[src/rtl/pwm_capture.sv]
// PWM receiver: measures high time and period of an asynchronous input in enabled
// sample ticks, and flags a stuck input when no edge is seen for MAX samples.
module pwm_capture #(
   parameter int CNT_BITWIDTH = 5
) (
   input  logic                    clk_i,
   input  logic                    rst_i,
   input  logic                    clk_en_i,
   input  logic                    PWM_pin_i,
   output logic [CNT_BITWIDTH-1:0] highCount_o,
   output logic [CNT_BITWIDTH-1:0] periodCount_o,
   output logic                    valid_o,
   output logic                    stuck_o,
   output logic                    level_o
);
   localparam logic [CNT_BITWIDTH-1:0] CNT_MAX = '1;
   localparam logic [CNT_BITWIDTH-1:0] CNT_ONE = CNT_BITWIDTH'(1);

   typedef enum logic [1:0] {IDLE, HIGH, LOW} state_t;

   state_t                  state;
   logic [1:0]              sync;
   logic                    s, p, rise, fall, edge_hit;
   logic [CNT_BITWIDTH-1:0] cnt, hreg;

   // Synchronizer and previous sample reset high: a pin already high at reset is not a rise.
   always_ff @(posedge clk_i or posedge rst_i) begin
      if (rst_i) sync <= 2'b11;
      else       sync <= {sync[0], PWM_pin_i};
   end

   assign s    = sync[1];
   assign rise = s & ~p;
   assign fall = ~s & p;

   // Only the edge the current state waits for blocks the timeout; a fall in IDLE does not.
   always_comb begin
      edge_hit = 1'b0;
      case (state)
         IDLE:    edge_hit = rise;
         HIGH:    edge_hit = fall;
         LOW:     edge_hit = rise;
         default: edge_hit = 1'b0;
      endcase
   end

   always_ff @(posedge clk_i or posedge rst_i) begin
      if (rst_i) begin
         state         <= IDLE;
         cnt           <= '0;
         hreg          <= '0;
         p             <= 1'b1;
         highCount_o   <= '0;
         periodCount_o <= '0;
         valid_o       <= 1'b0;
         stuck_o       <= 1'b0;
         level_o       <= 1'b0;
      end else begin
         valid_o <= 1'b0;
         if (clk_en_i) begin
            p <= s;
            if (!edge_hit && cnt == CNT_MAX) begin
               stuck_o <= 1'b1;
               level_o <= s;
               cnt     <= '0;
               state   <= IDLE;
            end else begin
               case (state)
                  IDLE: begin
                     if (rise) begin
                        cnt   <= CNT_ONE;
                        state <= HIGH;
                     end else begin
                        cnt <= cnt + CNT_ONE;
                     end
                  end
                  HIGH: begin
                     if (fall) begin
                        hreg  <= cnt;
                        state <= LOW;
                     end
                     cnt <= cnt + CNT_ONE;
                  end
                  LOW: begin
                     if (rise) begin
                        periodCount_o <= cnt;
                        highCount_o   <= hreg;
                        valid_o       <= 1'b1;
                        stuck_o       <= 1'b0;
                        cnt           <= CNT_ONE;
                        state         <= HIGH;
                     end else begin
                        cnt <= cnt + CNT_ONE;
                     end
                  end
                  default: begin
                     cnt   <= '0;
                     state <= IDLE;
                  end
               endcase
            end
         end
      end
   end
endmodule

[config.mk]
export PLATFORM = sky130hd
export DESIGN_NAME = pwm_capture
export DESIGN_NICKNAME = d
export VERILOG_FILES = /design/src/rtl/pwm_capture.sv
export SDC_FILE = /design/constraint.sdc
export NUM_CORES = 1
export LEC_CHECK = 0
export BUFFER_PORTS_ARGS = -buffer_cell sky130_fd_sc_hd__buf_2
export CAP_MARGIN = 20
export CORE_ASPECT_RATIO = 0.9
export CORE_UTILIZATION = 59
export CTS_CLUSTER_DIAMETER = 50
export DETAILED_ROUTE_END_ITERATION = 10
export PLACE_DENSITY = 0.81
export SETUP_SLACK_MARGIN = 0.5
export SYNTH_ARGS = -nofsm -noshare
export SYNTH_HDL_FRONTEND = slang
export SYNTH_SLANG_ARGS = --single-unit
[constraint.sdc]
create_clock -name clk_i -period 2.7 [get_ports clk_i]
set_input_delay 0.27 -clock clk_i [delete_from_list [all_inputs] [get_ports clk_i]]
set_output_delay 0.27 -clock clk_i [all_outputs]
set_load 0.05 [all_outputs]
==> metrics.md <==
| Metric | Value |
|---|---|
| IO Pins | 17 |
| Die H | 46.06 um |
| WL/cell | 16.15 um |
| Die X | 50.95 um |
| Synthesized area | 0.001272 sq mm |
| Via count | 808 |
| Most common library cells after synthesis | dfrtp_1 (25), mux2_2 (8), mux2_4 (8), inv_1 (5) |
| Data required time of the critical path | 2890 ps |
| Placer Congestion | 0.8232 |
| Fill cell count | 130 |
| Endpoints failing setup | 0 |
| Ys async rst share | 1.000 |
| Clock Tree Root | clkbuf_4 |
| Clock-pin slew on the worst setup and hold paths | 160 ps |
| Number of global-route vias before repair | 746 |
| Area Overhead vs Synth | 14.36% |
| Iter 0 DRT Violations | 14 |
| YS warnings | 0 |
| Worst skew pair latency | 340 ps |
| Family with the most delay on the worst path | compound AO/OA/AOI/OAI gates |
| Share of cells above drive strength 1 | 0.4035 |
| CTS buffer count | 3 |
| Placed inst area | 0.001365 sq mm |
| Post-synth EDFFs | 0 |
| Post-synth cell types | 32 |
| Area of the multi-input gates | 530.5 sq um |
| Unrepaired setup endpoints after global routing | no |
| Final WL | 2.245 mm |
| CP dominant cell by count | ha_1 |
| Largest net degree at the start of global routing | 29 |
| First-pass GRT wire length | 3.553 mm |
| Status | finished, final reports clean |
| Hold Fails Final Rpt | 0 |
| Die Footprint | 0.002347 sq mm |
| Port buffer count | 16 |
| Post-synthesis sequential area ratio | 0.5536 |
| Class of the most critical hold timing path | input pin to register |
| Mean Syn Cell Area | 13.54 sq um |
| Post-synth top area cell | dfrtp_1 |
| Main synth FF type | dfrtp_1 |
| Drt first pass iters | 4 |
| Post-route setup TNS | 0 ps |
| Yosys top cell area share | 0.4916 |
| VDD IR-drop max | 0.0007645 V |
| Worst slack, placed | 874.4 ps |
| Minimum clock period | 1846 ps |
| Crit-path cells | ha_1 > and3_1 > ha_1 > inv_1 > o21ai_0 > a31oi_1 |
| DRT antenna net count | 0 |
| CTS HTree Levels | 1 |
| Antenna cells | 0 |
| Fin area | 0.001455 sq mm |
| Max Cap Violations | 0 |
| Critical Path AT | 2040 ps |
| Clk sinks | 28 |
| Area contributors post-synth | dfrtp_1 (49%), mux2_4 (9.4%), mux2_2 (7.1%) |
| Critical-path top delay cell | dfrtp_1 |
| GRT Resource Usage Total | 0.2173 |
| Slowest stage delay, CP | 490 ps |
| Setup ws final | 854.1 ps |
| Slew HR | 0.7292 |
| Maximum fanout along the worst path | 7 |
| Most common cell in the netlist | dfrtp_1 |
| Cell Pwr Density | 929.1 mW/mm^2 |
| Actual slew at the worst max-slew pin | 396.0 ps |
| CTS tree | done |
| Flops & latches, synth | 28 |
| Storage element area | 704.4 sq um |
| Clock Tree Buf Depth | 2 |
| Critical path buffers and inverters | 1 |
| Nets | 121 |
| Initial core utilization | 0.6457 |
| F_max | 541.7 MHz |
| Initial antenna violation count | 0 |
| Via/cell ratio | 5.813 |
| Crit. End Element | register |
| Crit path launch type | register |
| Overflow after GRT | 0 |
| Leakage | 0.7681 nW |
| Syn Nets | 100 |
| Final Cycle Share | 0.6837 |
| Fin. max-slew vios | 0 |
| Post-Synthesis Cells | 94 |
| Worst Clk Skew | 16.02 ps |
| Rows | 15 |
| PnR Total Power | 0.001352 W |
| Classification of the worst setup path | register to register |
| Residual DRC | 0 |
| Core Region | 0.001971 sq mm |
per-stage QoR:
step / util / hold slack [ps] / instances
after detailed placement: 0.6927 / 347.5 / 133
after global placement: 0.6927 / 346.1 / 133
final: 0.7384 / 25.53 / 139
after global routing: 0.7384 / 5.285 / 139
after floorplan: - / 274.5 / 94
after CTS: 0.7194 / 11.18 / 137
report_power, final:
| group | switching (W) | internal [W] |
|---|---|---|
| Combinational | 0.000274 | 0.000175 |
| Clock | 0.000124 | 0.000150 |
| Sequential | 0.000105 | 0.000525 |
| Total | 0.000502 | 0.000850 |
per-layer routing:
layer | part of all wire | wire length [um] | global-route usage | up-vias
li1 | - | - | - | 383
met1 | 0.45 | 1020 | 0.2814 | 400
met2 | 0.50 | 1128 | 0.3684 | 23
met3 | 0.037 | 84 | 0.05941 | 2
met4 | 0.0053 | 12 | 0.05000 | 0
met5 | 0 | 0 | 0 | -
repair_timing:
| action | CTS | global route |
|---|---|---|
| hold buffers | 0 | 1 |
| endpoints found under the hold margin | 0 | 5 |
| buffers inserted | 0 | 0 |
| gates resized for setup | 0 | 0 |
worst reg2reg max path: cells and delay by family, from the launching register on:
family | cells | cell delay, ps
buffers and inverters | 1 | 60
AND/OR/NAND/NOR | 1 | 160
AO/OA/AOI/OAI | 2 | 500
flip-flops | 1 | 490
adder cells (fa/ha/maj) | 2 | 490
sequential cells by signal (all words and copies together), names as in the netlist:
signal,flops
stuck_o,1
level_o,1
periodCount_o,5
valid_o,1
sync,2
highCount_o,5
hreg,5
state,2
p,1
cnt,5
area by class of cell:
cell class	instances	area share
flip-flops and latches	28	0.4841
multi-input cells	59	0.3646
repair buffers	18	0.08083
well taps	25	0.02150
clock inverters	1	0.02064
clock buffers	3	0.01548
inverters	5	0.01290
layout by cell type, fill, tap and decap left out, drive strengths merged, types with 3 or more instances in the layout:
| master | count |
|---|---|
| dfrtp | 25 |
| buf | 17 |
| mux2 | 16 |
| inv | 5 |
| nand3 | 5 |
| o21ai | 4 |
| a21oi | 4 |
| mux2i | 4 |
| nand2 | 4 |
| o2bb2ai | 3 |
| clkbuf | 3 |
| dfstp | 3 |
cell families (layout without fill, tap and decap cells):
kind of cell / after synthesis / after routing / share of synthesized area
DFF: 28 / 28 / 0.5536
muxes: 20 / 20 / 0.1967
and+or+nand+nor: 19 / 19 / 0.1033
AOI/OAI and AO/OA: 17 / 17 / 0.09048
buffers and inverters: 7 / 27 / 0.02950
adders and majority gates: 2 / 2 / 0.01966
xor gates and xnor gates: 1 / 1 / 0.006884
worst paths after layout:
check,start,cells past startpoint,slack [ps],to
min in group asynchronous,rst_i,3,450,hreg[2]
worst min-delay path,PWM_pin_i,1,30,sync[0]
max in group asynchronous,rst_i,4,1830,cnt[3]
worst max-delay path,cnt[0],6,850,cnt[3]
worst min register to register,sync[0],0,370,sync[1]
worst max register to register,cnt[0],6,850,cnt[3]
Power figures use the tool's default switching activity.
